File: config.mk
export PLATFORM = sky130hd
export DESIGN_NAME = vending_controller_param
export DESIGN_NICKNAME = d
export VERILOG_FILES = /design/src/rtl/vending_controller_param.sv
export SDC_FILE = /design/constraint.sdc
export NUM_CORES = 1
export LEC_CHECK = 0
export CAP_MARGIN = 5
export CORE_MARGIN = 5
export CORE_UTILIZATION = 50
export DETAILED_ROUTE_END_ITERATION = 12
export PLACE_DENSITY = 0.8
export SLEW_MARGIN = 10
export SYNTH_ARGS = -nofsm -noshare
export SYNTH_HDL_FRONTEND = slang
export SYNTH_HIERARCHICAL = 1
export SYNTH_SLANG_ARGS = --single-unit
File: constraint.sdc
create_clock -name clk -period 2.7 [get_ports clk]
set_input_delay 0.54 -clock clk [delete_from_list [all_inputs] [get_ports clk]]
set_output_delay 0.54 -clock clk [all_outputs]
set_load 0.02 [all_outputs]
File: src/rtl/vending_controller_param.sv
// Coin-operated vending controller: IDLE/COLLECT/VEND/CHANGE with per-product prices.
// Optional per-product stock counting and sold_out output when VEND_STOCK_EN is defined.
`ifdef VEND_STOCK_EN
module vend_stock_cnt #(
  parameter int W    = 2,
  parameter int INIT = 3
) (
  input  logic clk,
  input  logic reset,
  input  logic dec,
  output logic empty
);
  logic [W-1:0] cnt_q;

  always_ff @(posedge clk) begin
    if (reset)                    cnt_q <= W'(INIT);
    else if (dec && cnt_q != '0)  cnt_q <= cnt_q - 1'b1;
  end

  assign empty = (cnt_q == '0);
endmodule
`endif

module vending_controller_param #(
  parameter int NUM_PROD = 4,
  parameter int PSEL_W   = 2,
  parameter int CREDIT_W = 5,
  parameter logic [NUM_PROD*CREDIT_W-1:0] PRICE_LIST = 20'hA3D45,
  parameter int STOCK_INIT = 3
) (
  input  logic                clk,
  input  logic                reset,
  input  logic                enable,
  input  logic [1:0]          coin,
  input  logic                coin_insert,
  input  logic                coin_return,
  input  logic [PSEL_W-1:0]   product,
  input  logic                vend_req,
  output logic [PSEL_W-1:0]   pro,
  output logic                pro_valid,
  output logic [CREDIT_W-1:0] change,
  output logic                change_valid,
  output logic [CREDIT_W-1:0] credit,
  output logic                reject,
  output logic                busy
`ifdef VEND_STOCK_EN
  ,
  output logic [NUM_PROD-1:0] sold_out
`endif
);
  if (NUM_PROD < 2 || NUM_PROD > 16 || PSEL_W != $clog2(NUM_PROD) || STOCK_INIT < 0) begin : g_param_check
    $error("vending_controller_param: illegal parameter set");
  end

  typedef enum logic [1:0] {IDLE, COLLECT, VEND, CHANGE} state_t;

  state_t              state_q, state_d;
  logic [CREDIT_W-1:0] credit_q, credit_d;
  logic [PSEL_W-1:0]   prod_q, prod_d;
  logic                reject_q, reject_d;
  logic [CREDIT_W:0]   coin_sum;
  logic [CREDIT_W-1:0] sel_price, vend_price;
  logic                prod_ok, stock_ok, vend_ok;

  function automatic logic [CREDIT_W-1:0] price_of(input logic [PSEL_W-1:0] p);
    price_of = '0;
    for (int i = 0; i < NUM_PROD; i++)
      if (p == PSEL_W'(i)) price_of = PRICE_LIST[i*CREDIT_W +: CREDIT_W];
  endfunction

  function automatic logic [CREDIT_W:0] coin_val(input logic [1:0] c);
    case (c)
      2'b00:   coin_val = (CREDIT_W+1)'(1);
      2'b01:   coin_val = (CREDIT_W+1)'(2);
      2'b10:   coin_val = (CREDIT_W+1)'(5);
      default: coin_val = (CREDIT_W+1)'(10);
    endcase
  endfunction

  assign coin_sum   = {1'b0, credit_q} + coin_val(coin);
  assign sel_price  = price_of(product);
  assign vend_price = price_of(prod_q);
  assign prod_ok    = int'(product) < NUM_PROD;
  assign vend_ok    = prod_ok && stock_ok && (credit_q >= sel_price);

`ifdef VEND_STOCK_EN
  localparam int STOCK_W = (STOCK_INIT > 0) ? $clog2(STOCK_INIT + 1) : 1;
  logic [NUM_PROD-1:0] empty_vec;

  for (genvar i = 0; i < NUM_PROD; i++) begin : g_stock
    vend_stock_cnt #(.W(STOCK_W), .INIT(STOCK_INIT)) u_cnt (
      .clk   (clk),
      .reset (reset),
      .dec   (state_q == VEND && prod_q == PSEL_W'(i)),
      .empty (empty_vec[i])
    );
  end

  always_comb begin
    stock_ok = 1'b0;
    for (int i = 0; i < NUM_PROD; i++)
      if (product == PSEL_W'(i)) stock_ok = !empty_vec[i];
  end

  assign sold_out = empty_vec;
`else
  assign stock_ok = 1'b1;
`endif

  always_ff @(posedge clk) begin
    if (reset) begin
      state_q  <= IDLE;
      credit_q <= '0;
      prod_q   <= '0;
      reject_q <= 1'b0;
    end else begin
      state_q  <= state_d;
      credit_q <= credit_d;
      prod_q   <= prod_d;
      reject_q <= reject_d;
    end
  end

  // Strobes only matter in IDLE/COLLECT; busy states run to completion regardless of enable.
  always_comb begin
    state_d  = state_q;
    credit_d = credit_q;
    prod_d   = prod_q;
    reject_d = 1'b0;
    case (state_q)
      IDLE: begin
        if (enable && coin_insert) begin
          if (coin_sum[CREDIT_W]) reject_d = 1'b1;
          else begin
            credit_d = coin_sum[CREDIT_W-1:0];
            state_d  = COLLECT;
          end
        end
      end
      COLLECT: begin
        if (enable) begin
          if (coin_return) state_d = CHANGE;
          else if (vend_req) begin
            if (vend_ok) begin
              prod_d  = product;
              state_d = VEND;
            end else reject_d = 1'b1;
          end else if (coin_insert) begin
            if (coin_sum[CREDIT_W]) reject_d = 1'b1;
            else                    credit_d = coin_sum[CREDIT_W-1:0];
          end
        end
      end
      VEND: begin
        credit_d = credit_q - vend_price;
        state_d  = (credit_q != vend_price) ? CHANGE : IDLE;
      end
      CHANGE: begin
        credit_d = '0;
        state_d  = IDLE;
      end
      default: state_d = IDLE;
    endcase
  end

  assign busy         = (state_q == VEND) || (state_q == CHANGE);
  assign pro_valid    = (state_q == VEND);
  assign pro          = prod_q;
  assign change_valid = (state_q == CHANGE);
  assign change       = change_valid ? credit_q : '0;
  assign credit       = credit_q;
  assign reject       = reject_q;
endmodule

=== Word level (Yosys, flattened, before mapping) ===
Index checks and enable logic that the tools add are counted.

* Register bits: 10
* Latch bits: 0
* Bits in writable memories: 0
* ROM bits: 0
* Bits of input ports: 10
* Output and inout bits: 16
* Memories kept: 0

* Add/subtract/negate cells: 2
* Multiply operators: 0
* Divide/modulo/power cells: 0
* Magnitude comparators: 1
* Eq/ne operators: 20
* Shift operators: 0
* Mux-type cells: 33
* Bitwise operators: 1
* Reduce and logical (&&, ||, !) cells: 9

{| class="wikitable"
|+ Operators with widths
! kind !! count
|-
| $mux 5 || 13
|-
| $pmux 5 s4 || 1
|-
| $reduce_and 5->1 || 3
|-
| $eq 2x2->1 const B || 7
|-
| $mux 2 || 7
|-
| $ne 2x2->1 const B || 6
|-
| $pmux 4 s3 || 1
|-
| $eq 2x1->1 const B || 4
|-
| $logic_not 2->1 || 4
|-
| $pmux 2 s4 || 1
|-
| $mux 1 || 7
|-
| $add 5x6->6 || 1
|-
| $mux 3 || 2
|-
| $ne 3x3->1 const B || 2
|-
| $ge 5x5->1 || 1
|-
| $ne 5x5->1 || 1
|-
| $sub 5x5->5 || 1
|-
| $pmux 1 s2 || 1
|-
| $logic_and 1x1->1 || 1
|-
| $logic_or 1x1->1 || 1
|-
| $not 1->1 || 1
|}

=== Logic depth before layout (Yosys ltp) ===
Gate-level depths: netlist of the first run.

* Depth in word-level cells: 11
* Mapped depth: 9
* Mapped depth without buffers: 9

=== Worst setup path after synthesis of the first run ===
Ideal clock, no wire load.

* Kind: input -> register
* From: in coin[1]
* To: reg credit_q[4], in the netlist credit[4]
* Setup time: 0.120 ns
* Data arrival time: 1.975 ns
* Data required time: 2.580 ns
* Slack: 0.605 ns
* Stages on the path: 7
* Buffers on the path: 0
* Cells stage by stage: and2_1 -> ha_1 -> a21oi_4 -> o22ai_4 -> a2111oi_4 -> nor4_1 -> a211o_1

* Word-level cells in the longest chain between the ends: 9
* Elaborated cells on any way between the ends: 12
* Classes of those cells: 1 x add/sub; 2 x eq/ne; 8 x mux; 1 x reduce/logical

{| class="wikitable"
|+ Ends and longest elaborated chain
! element !! line !! text
|-
| start: declaration || 34 || <nowiki>input logic [1:0] coin,</nowiki>
|-
| $eq 2x2->1, or another cell as far along || 72 || <nowiki>case (c)</nowiki>
|-
| $pmux 4 s3 * || 72 ||
|-
| $add 5x6->6 * || 80 || <nowiki>assign coin_sum = {1'b0, credit_q} + coin_val(coin);</nowiki>
|-
| $mux 5 * || 133, 149 ||
|-
| $mux 5 || 148 || <nowiki>end else if (coin_insert) begin</nowiki>
|-
| $mux 5 || 143 || <nowiki>else if (vend_req) begin</nowiki>
|-
| $mux 5 || 142 || <nowiki>if (coin_return) state_d = CHANGE;</nowiki>
|-
| $mux 5 || 141 || <nowiki>if (enable) begin</nowiki>
|-
| $pmux 5 s4 * || 130 || <nowiki>case (state_q)</nowiki>
|-
| end signal: assignment || 118 || <nowiki>credit_q <= credit_d;</nowiki>
|-
| end: declaration || 58 || <nowiki>logic [CREDIT_W-1:0] credit_q, credit_d;</nowiki>
|}

Every way passes the cells marked *; elsewhere a longest branch is shown, timed or not. The select of a mux whose other input is x is not followed.
A chain may end at the register's enable or synchronous reset.

=== Worst setup path in the final report of the first run ===
* From: reg state_q[1]
* To: out pro_valid

* Word-level cells in the longest chain between the ends: 1

{| class="wikitable"
|+ Ends and longest elaborated chain
! element !! line !! text
|-
| start: declaration || 57 || <nowiki>state_t state_q, state_d;</nowiki>
|-
| start signal: assignment || 117 || <nowiki>state_q <= state_d;</nowiki>
|-
| $eq 2x2->1 || 167 || <nowiki>assign pro_valid = (state_q == VEND);</nowiki>
|-
| end: declaration || 40 || <nowiki>output logic pro_valid,</nowiki>
|}

Every way passes these cells.

==> results of run 1 <==
## worst min path at each step
stage,start,to,depth (start not counted)
final,credit[0],credit[0],2
after global routing,credit[0],credit[0],2
after CTS,credit[3],credit[3],2
after detailed placement,credit[3],credit[3],2
after global placement,credit[0],credit[0],2
after floorplan,state_q[1],pro[0],3
## synthesized netlist by cell type, types with 2 or more instances
cell type	count	share of area
and2_1	2	0.011
nor4_1	2	0.011
a21oi_1	5	0.022
o41ai_1	2	0.016
nor2_1	9	0.030
nand3_1	5	0.022
ha_1	17	0.19
a211oi_1	2	0.013
o22ai_1	3	0.017
o21bai_1	2	0.013
inv_1	14	0.047
nand2_1	3	0.010
nor3_1	2	0.0089
clkbuf_1	4	0.013
nor2b_1	3	0.017
fa_1	2	0.036
o21a_1	2	0.013
o21ai_0	11	0.049
mux2i_1	2	0.018
xnor2_1	3	0.023
and3_1	6	0.033
dfxtp_1	10	0.18
## state kept, by name, summed over array words and instances (netlist names)
signal and cells:
reject 1, credit 5, pro 2, state_q 2
## area by class of cell
class,instances,area (µm²),share of cell area
clock buffers,4,36.3,0.0251
well taps,28,35.0,0.0243
inverters,14,52.6,0.0364
repair buffers,27,265,0.184
flip-flops and latches,10,200,0.139
multi-input cells,105,855,0.592
## power groups by stage
stage / combinational (mW) / clock, mW / sequential (mW)
global route: 0.206 / 0.148 / 0.181
detailed placement: 0.184 / 0 / 0.182
global placement: 0.178 / 0 / 0.181
CTS: 0.185 / 0.142 / 0.178
finish: 0.185 / 0.139 / 0.178
floorplan: 0.121 / 0 / 0.179
## cells by family after synthesis
kind of cell	after synthesis	synth area share
mux	2	0.0178
xor+xnor	4	0.0311
flops	10	0.178
simple gates	39	0.195
buf+inv	19	0.0644
compound gates	41	0.290
fa+ha+maj	19	0.224
## through the flow
stage / setup WS, ps / cell area, µm²
final: 251 / 1440
after global routing: 174 / 1440
after CTS: 273 / 1440
after detailed placement: 27.2 / 1410
after global placement: 121 / 1410
after floorplan: 605 / 1130
## routing by layer
layer  vias up  part of all wire  GRT usage
met3         7             0.032     0.0271
met1       522              0.45      0.227
li1        547                 -          -
met5         -                 0          0
met4         0             0.021     0.0762
met2        21              0.50      0.300
## worst max-delay path, delay by kind of cell, from the launching register on
kind,cells,cell delay [ps]
buf+inv,2,800
flops,1,640
simple gates,1,200
==> impl_metrics.toml, run 1 <==
[global_routing]
grt.overflow.total = 0
antenna_found_initial = 0
grt_use_total = 0.180
grt_max_degree = 17
grt_pass1_wl_um = 4630
grt_pass1_vias = 1050

[final_layout]
final_nets = 190
syn2layout_area_growth_pct = 28.1
mostFrequentLayoutCells = "clkdlybuf4s50_1, ha_1, inv_1"
layout_commonest_cell = "clkdlybuf4s50_1"
final-instance-count-excl-fill = 188
drive_gt1_frac = 0.0813
fill_cells = 187
antenna_cells = 0
utilization = 0.659

[power]
p_comb_frac = 0.369
switching_power_mw = 0.176
p_int_mw = 0.326
power_frac_seq = 0.355
peakVddDrop_uv = 236
clkPwrFrac = 0.276
p_per_area_nw_per_um2 = 348
total_leakage_power_nw = 0.619
fin_total_pwr_mw = 0.502
swShare = 0.350

[sta]
period_needed_ps = 2450
final_max_slew_viol_count = 0
rsz0062_at_grt = "no"
hold_violations = 0
setup_viol = 0
worstMarginPinSlew_ps = 522
fin_crit_sh = 0.907
tns_ps = 0
fmax_mhz = 408
hold-worst-slack_ps = 596
fin_skew_ps = 5.67
max_slew_margin = 0.651

[synthesis]
synth_cell_types = 45
ys.flop_type = "dfxtp_1"
syn-cell-area_um2 = 1130
synthesis.nets = 163
ys_warn_count = 6
avgSynthCellArea_um2 = 8.41
ys_seq_area_frac = 0.178
syn_inst = 134
async_reset_ff_frac = 0
synth_edf_count = 0
yosys_register_bits = 10

[place]
gp_congestion = 0.842
dp_hpwl_um = 2250
io_buffer_count = 25
placed_cells = 184

[detailed_routing]
dr.first_iter.drc_count = 36
via_per_inst = 5.84
first_pass_iters = 4
vias = 1097
wl_per_cell_um = 15.0
wl_um = 2820
ant_nets = 0
drc = 0

[setup_path]
reg2reg_slack_ps = 630
path_cells = "nand2_1 > inv_1 > clkdlybuf4s50_1"
r2r_end = "credit[4]"
path_class = "register to primary output"
reg2regPathDepth = 8
arrival_ps = 1910
startpoint_type = "register"
crit_path_start = "state_q[1]"
cpPeakStageDelay_ps = 640
endpoint = "pro_valid"
crit_fanout = 16
crit_required_ps = 2160
cpMaxStageDelayCell = "dfxtp_1"
end_kind = "primary output"
worstReg2RegStart = "pro[1]"

[run_status]
status = "finished clean"

[floorplanning]
dieWidth_um = 57.5
core.rowCount = 17
floorplan.die_area_um2 = 3300
core_um2 = 2190
pin_count = 26
initial_core_util = 0.515
fp.dieH_um = 57.5

[cts]
tritoncts = "done"
ctsHtreeMaxLevel = 1
cts.clk_slew.worst_paths_ps = 70
post_cts_buffers = 0
insertion_delay_ps = 270
cts_inserted_buffers = 3
cts-resized-gates = 0
clk_path_buf_depth = 2
clockRootBuffer = "clkbuf_4"
cts_hold_buf = 0
cts_sinks = 10

[worst_hold_path]
hold_class = "register to register"

[flow_run]
maxCapViolCount = 0
(Power assumes the default switching activity.)
==> inputs of run 2 (changes only) <==
CTS_CLUSTER_DIAMETER = 40   (was unset)
CTS_CLUSTER_SIZE = 10   (was unset)
==> results of run 2 <==
No change in the layout: final DEF, timing and power equal those of run 1.
